--- config.mk ---
export PLATFORM = sky130hd
export DESIGN_NAME = seq_divider
export DESIGN_NICKNAME = d
export VERILOG_FILES = /design/src/rtl/seq_div_pkg.sv /design/src/rtl/div_sub_stage.sv /design/src/rtl/seq_divider.sv
export SDC_FILE = /design/constraint.sdc
export NUM_CORES = 1
export LEC_CHECK = 0
export ABC_AREA = 1
export CAP_MARGIN = 5
export CORE_ASPECT_RATIO = 0.75
export CORE_UTILIZATION = 45
export DETAILED_ROUTE_END_ITERATION = 12
export PLACE_DENSITY = 0.7
export SYNTH_ARGS = -nofsm -noshare
export SYNTH_HDL_FRONTEND = slang
export SYNTH_SLANG_ARGS = --single-unit
--- constraint.sdc ---
create_clock -name clk -period 2.5 [get_ports clk]
set_input_delay 0.5 -clock clk [delete_from_list [all_inputs] [get_ports clk]]
set_output_delay 0.5 -clock clk [all_outputs]
set_load 0.01 [all_outputs]
--- src/rtl/seq_div_pkg.sv ---
// Shared constants and types for the sequential restoring divider.
package seq_div_pkg;

  localparam int DIV_WIDTH = 4;

  typedef enum logic [1:0] {
    IDLE = 2'd0,
    RUN  = 2'd1,
    DONE = 2'd2
  } state_e;

  // Counter must hold the value WIDTH itself, hence clog2(WIDTH+1).
  function automatic int cnt_width(input int width);
    return $clog2(width + 1);
  endfunction

endpackage

--- src/rtl/div_sub_stage.sv ---
// Combinational (WIDTH+1)-bit trial subtractor built on an add/sub cell with M=1.
// Zero latency, no flow control; the borrow is the sign bit of the full-width difference.
module div_sub_stage
  import seq_div_pkg::*;
#(
  parameter int WIDTH = DIV_WIDTH
) (
  input  logic [WIDTH:0]   a_i,
  input  logic [WIDTH:0]   b_i,
  output logic [WIDTH-1:0] diff_o,
  output logic             borrow_o
);

  localparam logic M = 1'b1;

  logic [WIDTH:0] b_inv;
  logic [WIDTH:0] sum;

  // a + (b xor M) + M: two's-complement subtract when M=1.
  assign b_inv = b_i ^ {(WIDTH + 1){M}};
  assign sum   = a_i + b_inv + {{WIDTH{1'b0}}, M};

  assign diff_o   = sum[WIDTH-1:0];
  assign borrow_o = sum[WIDTH];

endmodule

--- src/rtl/seq_divider.sv ---
// Unsigned restoring divider, one quotient bit per clock behind a start/busy/done handshake.
// Latency WIDTH+1 cycles from start to done (1 for divide-by-zero); start during RUN is ignored.
module seq_divider
  import seq_div_pkg::*;
#(
  parameter int WIDTH = DIV_WIDTH
) (
  input  logic             clk,
  input  logic             rst_n,
  input  logic             start,
  input  logic [WIDTH-1:0] A,
  input  logic [WIDTH-1:0] B,
  output logic [WIDTH-1:0] Q,
  output logic [WIDTH-1:0] R,
  output logic             busy,
  output logic             done,
  output logic             div_zero
);

  localparam int CW = cnt_width(WIDTH);

  state_e           state_q;
  logic [WIDTH-1:0] quo_q;
  logic [WIDTH-1:0] rem_q;
  logic [WIDTH-1:0] div_q;
  logic [CW-1:0]    cnt_q;
  logic [WIDTH-1:0] q_res_q;
  logic [WIDTH-1:0] r_res_q;
  logic             busy_q;
  logic             done_q;
  logic             dz_q;

  logic [WIDTH:0]   rem_shift;
  logic [WIDTH-1:0] trial_diff;
  logic             trial_borrow;
  logic [WIDTH-1:0] rem_d;
  logic [WIDTH-1:0] quo_d;

  // A restored remainder is always below the divisor, so only the shifted
  // partial remainder needs the extra bit.
  assign rem_shift = {rem_q, quo_q[WIDTH-1]};

  div_sub_stage #(.WIDTH(WIDTH)) u_sub (
    .a_i      (rem_shift),
    .b_i      ({1'b0, div_q}),
    .diff_o   (trial_diff),
    .borrow_o (trial_borrow)
  );

  assign rem_d = trial_borrow ? rem_shift[WIDTH-1:0] : trial_diff;
  assign quo_d = {quo_q[WIDTH-2:0], ~trial_borrow};

  always_ff @(posedge clk or negedge rst_n) begin
    if (!rst_n) begin
      state_q <= IDLE;
      quo_q   <= '0;
      rem_q   <= '0;
      div_q   <= '0;
      cnt_q   <= '0;
      q_res_q <= '0;
      r_res_q <= '0;
      busy_q  <= 1'b0;
      done_q  <= 1'b0;
      dz_q    <= 1'b0;
    end else begin
      done_q <= 1'b0;
      case (state_q)
        IDLE, DONE: begin
          if (start) begin
            if (B == '0) begin
              state_q <= DONE;
              q_res_q <= '1;
              r_res_q <= A;
              dz_q    <= 1'b1;
              done_q  <= 1'b1;
            end else begin
              state_q <= RUN;
              quo_q   <= A;
              div_q   <= B;
              rem_q   <= '0;
              cnt_q   <= CW'(WIDTH);
              dz_q    <= 1'b0;
              busy_q  <= 1'b1;
            end
          end else begin
            state_q <= IDLE;
          end
        end
        RUN: begin
          rem_q <= rem_d;
          quo_q <= quo_d;
          cnt_q <= cnt_q - CW'(1);
          if (cnt_q == CW'(1)) begin
            state_q <= DONE;
            busy_q  <= 1'b0;
            done_q  <= 1'b1;
            q_res_q <= quo_d;
            r_res_q <= rem_d;
          end
        end
        default: begin
          state_q <= IDLE;
          busy_q  <= 1'b0;
        end
      endcase
    end
  end

  assign Q        = q_res_q;
  assign R        = r_res_q;
  assign busy     = busy_q;
  assign done     = done_q;
  assign div_zero = dz_q;

  a_busy_done_excl: assert property (@(posedge clk) disable iff (!rst_n) !(busy_q && done_q));

endmodule

# Word-level counts from Yosys, hierarchy flattened
# Cells that the tools add are included.
totals:
  register_bits: 28
  latchBits: 0
  mem_bits_rw: 0
  romBits: 0
  input_bits: 11
  out_inout_bits: 11
  wordCells: 62
  n_memories: 0
classes:
  n_addsub: 3
  n_mul: 0
  div_mod_pow: 0
  order_cmp: 0
  eq_ne: 7
  n_shift: 0
  muxes: 30
  bitwise_logic: 3
  reduce_logical: 9
op_table:
  columns: ["cell", "n"]
  rows:
  - ["4-bit 2-to-1 mux", 11]
  - ["4-bit one-hot mux with 2 select lines", 4]
  - ["3-bit AND reduction", 3]
  - ["2-bit inequality test (second input constant)", 4]
  - ["1-bit 2-to-1 mux", 6]
  - ["2-bit 2-to-1 mux", 3]
  - ["3-bit 2-to-1 mux", 2]
  - ["3-bit one-hot mux with 2 select lines", 1]
  - ["5-bit by 1-bit adder with 5-bit output (second input constant)", 1]
  - ["5-bit adder", 1]
  - ["4-bit inverter with 5-bit output", 1]
  - ["4-bit zero test", 1]
  - ["1-bit one-hot mux with 2 select lines", 2]
  - ["2-bit one-hot mux with 2 select lines", 1]
  - ["4-bit AND reduction", 1]
  - ["3-bit by 1-bit equality test with 1-bit output (second input constant)", 1]
  - ["3-bit by 1-bit subtractor with 3-bit output (second input constant)", 1]
  - ["2-bit by 1-bit equality test with 1-bit output (second input constant)", 1]
  - ["2-bit equality test (second input constant)", 1]
  - ["2-bit zero test", 1]
  - ["1-bit inverter", 2]
  - ["2-bit AND reduction", 1]
  - ["2-bit nonzero test", 1]
  - ["2-bit OR reduction", 1]

# Longest topological paths before layout
# Gate-level depths: netlist of run 1.
depth:
  depth_word: 6
  ltp_mapped: 12
  mapped_depth_nobuf: 12

# Cells and area by module
# From an unflattened synthesis of run 1, not the netlist that was laid out.
unflattened:
  cells_unflattened: 194
  area_unflattened_um2: 1511.4
modules_own_cells:
  columns: ["mod", "n_inst", "cells_per_inst", "area_per_inst_um2", "seq_area_each_um2"]
  rows:
  - ["seq_divider", 1, 161, 1323.8, 700.7]
  - ["div_sub_stage", 1, 33, 187.7, 0.0]

# Least setup slack after synthesis of run 1
# OpenSTA, ideal clock, no wires.
synth_path:
  path_type: "reg-to-reg"
  startpoint: "reg quo_q[3]"
  endpoint: "reg r_res_q[0] (netlist: R[0])"
  setup_ns: 0.113
  arrival_time_ns: 1.535
  t_required_ns: 2.387
  path_slack_ns: 0.853
  path_stages_with_launch: 12
  n_path_buf: 0
  period_less_slack_ns: 1.647
  cell_sequence: "dfrtp_1 inv_1 ha_1 fa_1 inv_1 nand3_1 nand3_1 nand2_4 nand3_1 nand3_1 nand2_1 inv_1"
synth_via:
  elab_chain_cells: 5
synth_rtl:
  columns: ["item", "line_no", "text"]
  rows:
  - ["from (decl)", "seq_divider.sv:23", "logic [WIDTH-1:0] quo_q;"]
  - ["from (signal assigned)", "seq_divider.sv:91", "quo_q <= quo_d;"]
  - ["5-bit adder", "div_sub_stage.sv:21", "assign sum = a_i + b_inv + {{WIDTH{1'b0}}, M};"]
  - ["5-bit by 1-bit adder with 5-bit output", "div_sub_stage.sv:21", null]
  - ["4-bit 2-to-1 mux *", "seq_divider.sv:50", "assign rem_d = trial_borrow ? rem_shift[WIDTH-1:0] : trial_diff;"]
  - ["4-bit 2-to-1 mux *", "seq_divider.sv:93", "if (cnt_q == CW'(1)) begin"]
  - ["4-bit one-hot mux with 2 select lines *", "seq_divider.sv:67", "case (state_q)"]
  - ["to (signal assigned)", "seq_divider.sv:98", "r_res_q <= rem_d;"]
  - ["to (decl)", "seq_divider.sv:28", "logic [WIDTH-1:0] r_res_q;"]
# Mark *: on every way between the ends. The rest lies on a longest branch, timed or not. The select of a mux whose other input is x is not followed.
# A chain may end at the register's enable or synchronous reset.

# Final worst setup path of run 1
layout_path:
  startpoint: "reg quo_q[3]"
  endpoint: "reg r_res_q[3] (netlist: R[3])"
layout_via:
  elab_chain_cells: 5
layout_rtl:
  columns: ["item", "line_no"]
  rows:
  - ["5-bit adder", "div_sub_stage.sv:21"]
  - ["5-bit by 1-bit adder with 5-bit output", "div_sub_stage.sv:21"]
  - ["4-bit 2-to-1 mux", "seq_divider.sv:50"]
  - ["4-bit 2-to-1 mux", "seq_divider.sv:93"]
  - ["4-bit one-hot mux with 2 select lines", "seq_divider.sv:67"]
# No other way between the ends. The select of a mux whose other input is x is not followed.

==> results of run 1 <==
## Yosys cell counts (3+ instances only)
| cell type | number |
|---|---|
| o22a_2 | 3 |
| or2_1 | 4 |
| nand3_1 | 22 |
| nand2_1 | 19 |
| nor2_1 | 12 |
| dfrtp_1 | 28 |
| nor2_2 | 3 |
| ha_1 | 6 |
| inv_1 | 29 |
| nand2_4 | 3 |
| a21oi_1 | 6 |
| o21ai_0 | 11 |
## layout make-up
type	instances	area (µm²)	share of cell area
Clock buffer	4	55.1	0.0303
Tap cell	38	47.5	0.0262
Sequential cell	28	701	0.386
Multi-Input combinational cell	107	672	0.370
Timing Repair Buffer	22	218	0.120
Inverter	32	123	0.0675
## state kept, by name, indices dropped and copies added (netlist names), 2 cells and up
register and flops:
quo_q 4, state_q 2, R 4, Q 4, div_q 4, cnt_q 3
rem_q 4
## power breakdown
group | internal, mW | switching [mW]
clock network | 0.141 | 0.139
registers | 0.670 | 0.129
logic | 0.585 | 0.813
## routing by layer
metal,up-vias,part of all wire,global-route usage
li1,598,-,-
met1,549,0.47,0.240
met2,29,0.46,0.311
met3,4,0.060,0.0481
met4,0,0.0070,0.0476
met5,-,0,0
## critical path, cell delays in order (launching register included)
cell and delay (ns):
dfrtp_1 0.36, inv_1 0.07, ha_1 0.23, fa_1 0.41, inv_1 0.10, nand2_1 0.05, nand2_1 0.07, nand3_1 0.09
nand2_2 0.14, nand3_1 0.12, nand3_1 0.11, nand2_1 0.05, inv_1 0.04
## worst paths after layout
| path | to | depth (start not counted) |
|---|---|---|
| max reg2reg | R[3] | 12 |
| min | div_q[0] | 2 |
| min in group asynchronous | quo_q[0] | 2 |
| min reg2reg | div_q[0] | 2 |
| max in group asynchronous | quo_q[2] | 2 |
| max | R[3] | 12 |
## logic make-up after synthesis
| family | synth area share |
|---|---|
| adders and majority gates | 0.0623 |
| DFF | 0.459 |
| and+or+nand+nor | 0.255 |
| buffers and inverters | 0.100 |
| xor gates and xnor gates | 0.0115 |
| AOI/OAI and AO/OA | 0.112 |
==> results by group, run 1 <==
Layout
  – FILL cells: 274
  – Final Non-Filler Cells: ~230
  – Synth-to-Final Area Change: 19.0%
  – Util after Layout: 0.589
  – Post-route cell area: between 1500 and 2000 µm²
  – Share of layout cells above drive strength 1: 0.130
  – Diodes inserted: 0
  – Most frequent cells in the layout: 29 x inv_1, 28 x dfrtp_1, 22 x nand3_1, 21 x clkdlybuf4s50_1, 19 x nand2_1
  – Most common cell after layout, fill and taps aside: inv_1
  – Fin nets: roughly 210

Synthesis
  – Async SR Flop Fraction: 1.00
  – Syn Area/Cell: ~9 µm²
  – Top cells by area, synth: dfrtp_1 46%, nand3_1 7.2%, inv_1 7.1%
  – Register area share after synthesis: 0.459
  – Cell accounting for the most synthesized area: dfrtp_1
  – Main flop type after synthesis: dfrtp_1
  – Synthesized Nets: ~190
  – Number of synthesized flops with an enable pin: 0
  – Ys Warns: 0
  – Cells after synthesis: 170
  – Synth top area share: 0.459
  – Flops & latches, synth: 28
  – Netlist Area Pre-Place: 1530 µm²
  – Number of library cell types mapped by synthesis: 29

Power and ir drop
  – Power per cell area: ~1400 nW/µm²
  – Peak supply drop: around 580 µV
  – LEAKAGE: approximately 0.9 nW
  – Power after layout: ~2.5 mW

Global route
  – Total GRT Usage: 0.184
  – Initial antenna violation count: 0
  – Largest net degree at the start of global routing: 29
  – GR Overflow Total: 0
  – First-pass GRT wire length: 5.16 mm
  – Vias in the first global route: about 1200

Critical path
  – Worst reg-to-reg setup slack: roughly 0.6 ns
  – Critical path class: reg2reg
  – Required @ worst endpoint: between 2 and 3 ns
  – Crit path from: quo_q[3]
  – Worst EP arrival: between 2 and 2.5 ns
  – FF-to-FF Start: quo_q[3]
  – Setup crit end kind: flop
  – Crit-path max FO: 5
  – Type of origin of the critical path: flop

Place
  – Hpwl dp: between 2 and 2.5 mm
  – Placed insts: 227
  – Area after DPL: ~1800 µm²
  – Worst slack, placed: 0.412 ns
  – Buffers on Ports: 21
  – Routability cong.: approximately 0.85

Run status
  – Run status: completed

Floorplanning
  – Core ar.: 3080 µm²
  – I/O pin count: 22
  – Cell Rows: 17
  – Die width: 69.2 µm
  – Starting density of the core: 0.495
  – Die height: between 50 and 60 µm
  – Die area: roughly 3600 µm²

Timing
  – Final setup viols: 0
  – Slew Viols, Final: 0
  – Peak Freq: approximately 530 MHz
  – Worst slew margin: 0.760
  – Clock Skew: roughly 0.010 ns
  – Slew @ Worst Pin: between 0.3 and 0.4 ns
  – Fin crit share: 0.754
  – Final hold slack: 0.506 ns
  – Final Critical Period: about 1.9 ns
  – RSZ-0062 raised after global routing: false
  – TNS Setup: 0 ns
  – Setup ws final: 0.616 ns
  – Final hold viol count: 0

Clock network
  – Worst-Skew Late Latency: between 0.2 and 0.3 ns
  – Cts repair resizes: 0
  – H-Tree Depth: 1
  – Clk sink count: 28
  – Hold Buf Count CTS: 0
  – Worst-path clk slew: approximately 0.10 ns
  – Max Root-Sink Buffers: 2
  – TritonCTS buffer count: 3
  – Clock root cell: clkbuf_8
  – CTS tree: yes
  – Post-CTS Setup Bufs: 0

Min path
  – Hold_sp: div_q[0]
  – Min-Delay Path Class: reg2reg

Routing
  – Via count: 1180
  – Routed wire length: approximately 3 mm
  – Initial drt markers: 78
  – Via density: around 5.1
  – Post-route ant nets: 0
  – DR WL/cell: ~13 µm
  – # DRC: 0
  – DR pass1 iterations: 4

Job
  – Total of max-cap violations: 0
No activity file was read; power rests on OpenSTA's default activity.
==> run 2: changes to the inputs <==
--- a/config.mk
+++ b/config.mk
@@ -10,7 +10,7 @@
 export CORE_ASPECT_RATIO = 0.75
 export CORE_UTILIZATION = 45
 export DETAILED_ROUTE_END_ITERATION = 12
-export PLACE_DENSITY = 0.7
+export PLACE_DENSITY = 0.73
 export SYNTH_ARGS = -nofsm -noshare
 export SYNTH_HDL_FRONTEND = slang
 export SYNTH_SLANG_ARGS = --single-unit
==> constraint.sdc (replaced) <==
create_clock -name clk -period 1.6 [get_ports clk]
set_input_delay 0.32 -clock clk [delete_from_list [all_inputs] [get_ports clk]]
set_output_delay 0.32 -clock clk [all_outputs]
set_load 0.01 [all_outputs]
==> results by group, run 2 (same netlist as run 1, synthesis figures left out) <==
Floorplanning
  – Die area: 3630 µm² (unchanged)
  – Starting density of the core: 0.495 (unchanged)
  – Die width: 69.2 µm (unchanged)
  – Cell Rows: 17 (unchanged)
  – Core ar.: 3080 µm² (unchanged)
  – Die height: 52.4 µm (unchanged)
  – I/O pin count: 22 (unchanged)

Critical path
  – Crit-path max FO: 5 (unchanged)
  – Worst R2R End: R[1] (was R[3])
  – Critical path's slowest cell: dfrtp_1 (was fa_1)
  – CP bufs+invs: 2 (was 3)
  – Worst reg-to-reg setup slack: -0.12 ns (was 0.62 ns)
  – Crit-path cells: ha_4 > fa_2 > inv_2 > nand2_2 > nand2_2 > nand3_2 > nand2_4 > nand3_2 > nand3_2 > nand2_1 > inv_1 (was inv_1 > ha_1 > fa_1 > inv_1 > nand2_1 > nand2_1 > nand3_1 > nand2_2 > nand3_1 > nand3_1 > nand2_1 > inv_1)
  – Most used cell, CP: nand3_2
  – Reg2Reg Depth: 11 (was 12)
  – Setup crit end kind: flop (unchanged)
  – Worst EP arrival: 1.94 ns (was 2.11 ns)
  – Required @ worst endpoint: 1.82 ns (was 2.73 ns)
  – Top delay family on crit path: simple AND/OR/NAND/NOR gates (was adder cells)
  – Critical path class: reg2reg (unchanged)
  – FF-to-FF Start: div_q[0] (was quo_q[3])
  – Type of origin of the critical path: flop (unchanged)
  – Largest stage delay on the critical path: 0.43 ns (was 0.41 ns)

Clock network
  – Clock root cell: clkbuf_8 (unchanged)
  – H-Tree Depth: 1 (unchanged)
  – Worst-path clk slew: 0.09 ns (was 0.10 ns)
  – Clk sink count: 28 (unchanged)
  – TritonCTS buffer count: 3 (unchanged)
  – CTS tree: yes (unchanged)
  – Worst-Skew Late Latency: 0.27 ns (was 0.28 ns)
  – Max Root-Sink Buffers: 2 (unchanged)

Timing
  – Peak Freq: 582 MHz (was 531 MHz)
  – RSZ-0062 raised after global routing: true (was false)
  – Final hold slack: 0.416 ns (was 0.506 ns)
  – Clock Skew: 0.00467 ns (was 0.0102 ns)
  – Slew Viols, Final: 0 (unchanged)
  – Final Critical Period: 1.72 ns (was 1.88 ns)
  – Setup ws final: -0.120 ns (was 0.616 ns)
  – Final setup viols: 9 (was 0)
  – Slew @ Worst Pin: 0.368 ns (was 0.359 ns)
  – Worst slew margin: 0.755 (was 0.760)
  – Final hold viol count: 0 (unchanged)
  – Fin crit share: 1.07 (was 0.754)

Routing
  – # DRC: 0 (unchanged)
  – Via count: 1242 (was 1180)
  – Via density: 5.15 (was 5.11)
  – DR WL/cell: 14.3 µm (was 13.0 µm)
  – Post-route ant nets: 0 (unchanged)
  – DR pass1 iterations: 4 (unchanged)
  – Initial drt markers: 117 (was 78)
  – Routed wire length: 3.45 mm (was 3.01 mm)

Power and ir drop
  – Peak supply drop: 985 µV (was 579 µV)
  – Clock share of power: 0.085 (was 0.113)
  – Sw frac: 0.451 (was 0.436)
  – LEAKAGE: 0.946 nW (was 0.878 nW)
  – Power per cell area: 2210 nW/µm² (was 1360 nW/µm²)
  – Flop pwr share: 0.284 (was 0.322)
  – Share of total power in combinational logic: 0.630 (was 0.564)
  – Power after layout: 4.42 mW (was 2.48 mW)
  – P_sw: 1.99 mW (was 1.08 mW)
  – Int Pwr: 2.43 mW (was 1.40 mW)

Place
  – Buffers on Ports: 21 (unchanged)
  – Worst slack, placed: -0.154 ns (was 0.412 ns)
  – Routability cong.: 0.914 (was 0.852)
  – Hpwl dp: 2.43 mm (was 2.30 mm)
  – Placed insts: 235 (was 227)

Layout
  – Multi-input gate area: 783 µm² (was 672 µm²)
  – Most frequent cells in the layout: 28 x dfrtp_1, 27 x inv_1, 21 x clkdlybuf4s50_1, 18 x nand3_2, 17 x nand2_1 (was 29 x inv_1, 28 x dfrtp_1, 22 x nand3_1, 21 x clkdlybuf4s50_1, 19 x nand2_1)
  – FF+latch area: 701 µm² (unchanged)
  – Diodes inserted: 0 (unchanged)
  – FILL cells: 245 (was 274)
  – Share of layout cells above drive strength 1: 0.286 (was 0.130)
  – Most common cell after layout, fill and taps aside: dfrtp_1 (was inv_1)
  – Synth-to-Final Area Change: 31.1% (was 19.0%)
  – Final Non-Filler Cells: 241 (was 231)
  – Fin nets: 223 (was 212)

Global route
  – Largest net degree at the start of global routing: 29 (unchanged)
  – GR Overflow Total: 0 (unchanged)
  – Total GRT Usage: 0.208 (was 0.184)
  – Initial antenna violation count: 0 (unchanged)
  – First-pass GRT wire length: 5.78 mm (was 5.16 mm)
  – Vias in the first global route: 1178 (was 1155)

Run status
  – Failing checks: setup timing
  – Run status: finished, violations left (was completed)

Min path
  – Min-Delay Path Class: in2async (was reg2reg)

Job
  – Total of max-cap violations: 0 (unchanged)
## run 2: changes by cell type in the layout (fill, tap and decap cells not counted), sizes merged
cell | before | now
clkbuf | 4 | 3
buf | 1 | 12
## run 2: cell type report
type | count | share of cell area
flip-flops and latches | 28 | 0.350
repair buffers | 33 | 0.152
multi-input cells | 107 | 0.392
well taps | 38 | 0.0238
clock buffers | 3 | 0.0207
inverters | 32 | 0.0613
## run 2: worst max-delay path by stage
stage,from,end,cells after the start
CTS,div_q[0],R[0],11
finish,div_q[0],R[1],11
global placement,quo_q[3],R[3],12
floorplan,quo_q[3],R[1],12
global route,quo_q[3],R[3],12
detailed placement,quo_q[3],R[3],12
## run 2: stage by stage
stage | util | cell area [µm²] | TNS (ns)
floorplan | - | 1550 | -0.00115
global placement | 0.597 | 1840 | -0.735
detailed placement | 0.597 | 1840 | -0.980
CTS | 0.640 | 1970 | -0.466
global route | 0.648 | 2000 | -1.56
finish | 0.648 | 2000 | -0.667
## run 2: power by group through the flow
| stage | clock (mW) | sequential (mW) | combinational (mW) |
|---|---|---|---|
| global route | 0.405 | 1.29 | 3.07 |
| floorplan | 0 | 1.29 | 1.62 |
| global placement | 0 | 1.23 | 2.30 |
| finish | 0.377 | 1.26 | 2.78 |
| detailed placement | 0 | 1.25 | 2.39 |
| CTS | 0.384 | 1.26 | 2.69 |
## run 2: metal layers
layer / vias up / track usage / routed length (µm)
met1: 586 / 0.277 / 1590
li1: 615 / - / -
met4: 0 / 0.0612 / 43
met3: 6 / 0.0423 / 151
met5: - / 0 / 0
met2: 35 / 0.348 / 1660
## run 2: timing repair
action / CTS / global route
setup endpoints to repair: 10 / 10
buffers inserted: 2 / 1
gates resized for setup: 16 / 4
hold buffers: 0 / 0
cloned: 0 / 0
pin swaps: 7 / 3
hold endpoints to repair: 0 / 0
==> run 3: changes to the inputs <==
--- a/config.mk
+++ b/config.mk
@@ -10,7 +10,8 @@
 export CORE_ASPECT_RATIO = 0.75
 export CORE_UTILIZATION = 45
 export DETAILED_ROUTE_END_ITERATION = 12
-export PLACE_DENSITY = 0.73
+export DONT_BUFFER_PORTS = 1
+export PLACE_DENSITY = 0.64
 export SYNTH_ARGS = -nofsm -noshare
 export SYNTH_HDL_FRONTEND = slang
 export SYNTH_SLANG_ARGS = --single-unit
==> results by group, run 3 (same netlist as run 1, synthesis figures left out) <==
Global route
  – Initial antenna violation count: 0 (unchanged)
  – Largest net degree at the start of global routing: 29 (unchanged)
  – First-pass GRT wire length: 4.98 mm (was 5.78 mm)
  – Vias in the first global route: 1084 (was 1178)
  – Total GRT Usage: 0.177 (was 0.208)
  – GR Overflow Total: 0 (unchanged)

Critical path
  – Crit-path cells: ha_4 > fa_2 > inv_2 > nand2_2 > nand2_2 > nand3_2 > nand2_4 > nand3_2 > nand3_2 > nand2_1 > inv_1 (unchanged)
  – Top delay family on crit path: simple AND/OR/NAND/NOR gates (unchanged)
  – CP bufs+invs: 2 (unchanged)
  – Critical path class: reg2reg (unchanged)
  – Largest stage delay on the critical path: 0.42 ns (was 0.43 ns)
  – Type of origin of the critical path: flop (unchanged)
  – Crit path from: div_q[0] (unchanged)
  – Crit-path max FO: 5 (unchanged)
  – Worst EP arrival: 1.90 ns (was 1.94 ns)
  – FF-to-FF Start: div_q[0] (unchanged)
  – Setup crit end kind: flop (unchanged)
  – Required @ worst endpoint: 1.82 ns (about the same)
  – Critical path's slowest cell: dfrtp_1 (unchanged)
  – Most used cell, CP: nand3_2 (unchanged)

Timing
  – RSZ-0062 raised after global routing: true (unchanged)
  – Peak Freq: 595 MHz (was 582 MHz)
  – Setup ws final: -0.0796 ns (was -0.120 ns)
  – Worst slew margin: 0.830 (was 0.755)
  – Final Critical Period: 1.68 ns (was 1.72 ns)
  – Fin crit share: 1.05 (was 1.07)
  – Final hold viol count: 0 (unchanged)
  – Clock Skew: 0.000900 ns (was 0.00467 ns)
  – TNS Setup: -0.423 ns (was -0.667 ns)
  – Slew @ Worst Pin: 0.253 ns (was 0.368 ns)
  – Final setup viols: 7 (was 9)
  – Slew Viols, Final: 0 (unchanged)

Routing
  – Routed wire length: 2.93 mm (was 3.45 mm)
  – DR WL/cell: 13.5 µm (was 14.3 µm)
  – Post-route ant nets: 0 (unchanged)
  – DR pass1 iterations: 4 (unchanged)
  – # DRC: 0 (unchanged)
  – Via count: 1119 (was 1242)
  – Initial drt markers: 44 (was 117)
  – Via density: 5.13 (was 5.15)

Clock network
  – Worst-Skew Late Latency: 0.27 ns (about the same)
  – Clk sink count: 28 (unchanged)
  – Max Root-Sink Buffers: 2 (unchanged)
  – Worst-path clk slew: 0.09 ns (about the same)
  – CTS tree: yes (unchanged)
  – Clock root cell: clkbuf_8 (unchanged)
  – H-Tree Depth: 1 (unchanged)
  – TritonCTS buffer count: 3 (unchanged)

Run status
  – Run status: finished, violations left (unchanged)
  – Failing checks: setup timing (unchanged)

Power and ir drop
  – Power per cell area: 2270 nW/µm² (was 2210 nW/µm²)
  – Peak supply drop: 1030 µV (was 985 µV)
  – LEAKAGE: 0.857 nW (was 0.946 nW)

Min path
  – Min-Delay Path Class: in2reg (was in2async)
  – Hold_sp: B[3]

Layout
  – Most common cell after layout, fill and taps aside: dfrtp_1 (unchanged)
  – Most frequent cells in the layout: 28 x dfrtp_1, 27 x inv_1, 16 x nand2_1, 14 x nand3_2, 12 x nor2_1 (was 28 x dfrtp_1, 27 x inv_1, 21 x clkdlybuf4s50_1, 18 x nand3_2, 17 x nand2_1)
  – Synth-to-Final Area Change: 17.8% (was 31.1%)
  – Post-route cell area: 1800 µm² (was 2000 µm²)
  – Final Non-Filler Cells: 218 (was 241)
  – Share of layout cells above drive strength 1: 0.300 (was 0.286)
  – Fin nets: 200 (was 223)
  – Diodes inserted: 0 (unchanged)

Floorplanning
  – Starting density of the core: 0.495 (unchanged)
  – Cell Rows: 17 (unchanged)
  – Die width: 69.2 µm (unchanged)
  – Die area: 3630 µm² (unchanged)
  – I/O pin count: 22 (unchanged)
  – Core ar.: 3080 µm² (unchanged)
  – Die height: 52.4 µm (unchanged)

Place
  – Placed insts: 211 (was 235)
  – Area after DPL: 1610 µm² (was 1840 µm²)
  – Routability cong.: 0.827 (was 0.914)
  – Buffers on Ports: 0 (was 21)
  – Hpwl dp: 2.13 mm (was 2.43 mm)

Job
  – Total of max-cap violations: 0 (unchanged)
-- run 3: report_power, final --
part | internal, mW | switching, mW
Sequential | 1.05 | 0.279
Clock | 0.169 | 0.206
Combinational | 0.973 | 1.41
-- run 3: worst paths after layout --
| check | endpoint | depth (start not counted) | slack, ns |
|---|---|---|---|
| max | R[2] | 11 | -0.08 |
| min | div_q[3] | 2 | 0.17 |
| max reg2reg | R[2] | 11 | -0.08 |
| min reg2reg | div_q[2] | 2 | 0.52 |
| max in group asynchronous | Q[0] | 2 | 0.96 |
| min in group asynchronous | rem_q[0] | 2 | 0.49 |
-- run 3: stage by stage --
stage | power (mW) | util | worst slack, ns | hold slack (ns)
final | 4.09 | 0.583 | -0.0796 | 0.169
after global placement | 3.26 | 0.521 | -0.105 | 0.0252
after floorplan | 2.91 | - | -0.000637 | 0.0244
after detailed placement | 3.30 | 0.521 | -0.130 | 0.0249
after global routing | 4.45 | 0.583 | -0.189 | 0.190
after CTS | 3.98 | 0.572 | -0.0897 | 0.169
-- run 3: cell type report --
cell class / instances / area, µm²
fillers: 274 / 1290
flip-flops and latches: 28 / 701
repair buffers: 10 / 93.8
inverters: 32 / 123
multi-input cells: 107 / 791
clock buffers: 3 / 41.3
well taps: 38 / 47.5
-- run 3: routing by layer --
metal  vias to the layer above  track usage  share of wire
met5                         -            0              0
met4                         0       0.0442          0.018
met3                         6       0.0500          0.037
met2                        18        0.296           0.46
met1                       524        0.229           0.48
li1                        571            -              -
-- run 3: repair_timing --
| item | CTS | global route |
|---|---|---|
| endpoints found under the setup margin | 9 | 10 |
| buffers inserted | 2 | 0 |
| endpoints found under the hold margin | 28 | 0 |
| hold buffers | 2 | 0 |
| pin swaps | 3 | 7 |
| resized for setup | 15 | 6 |
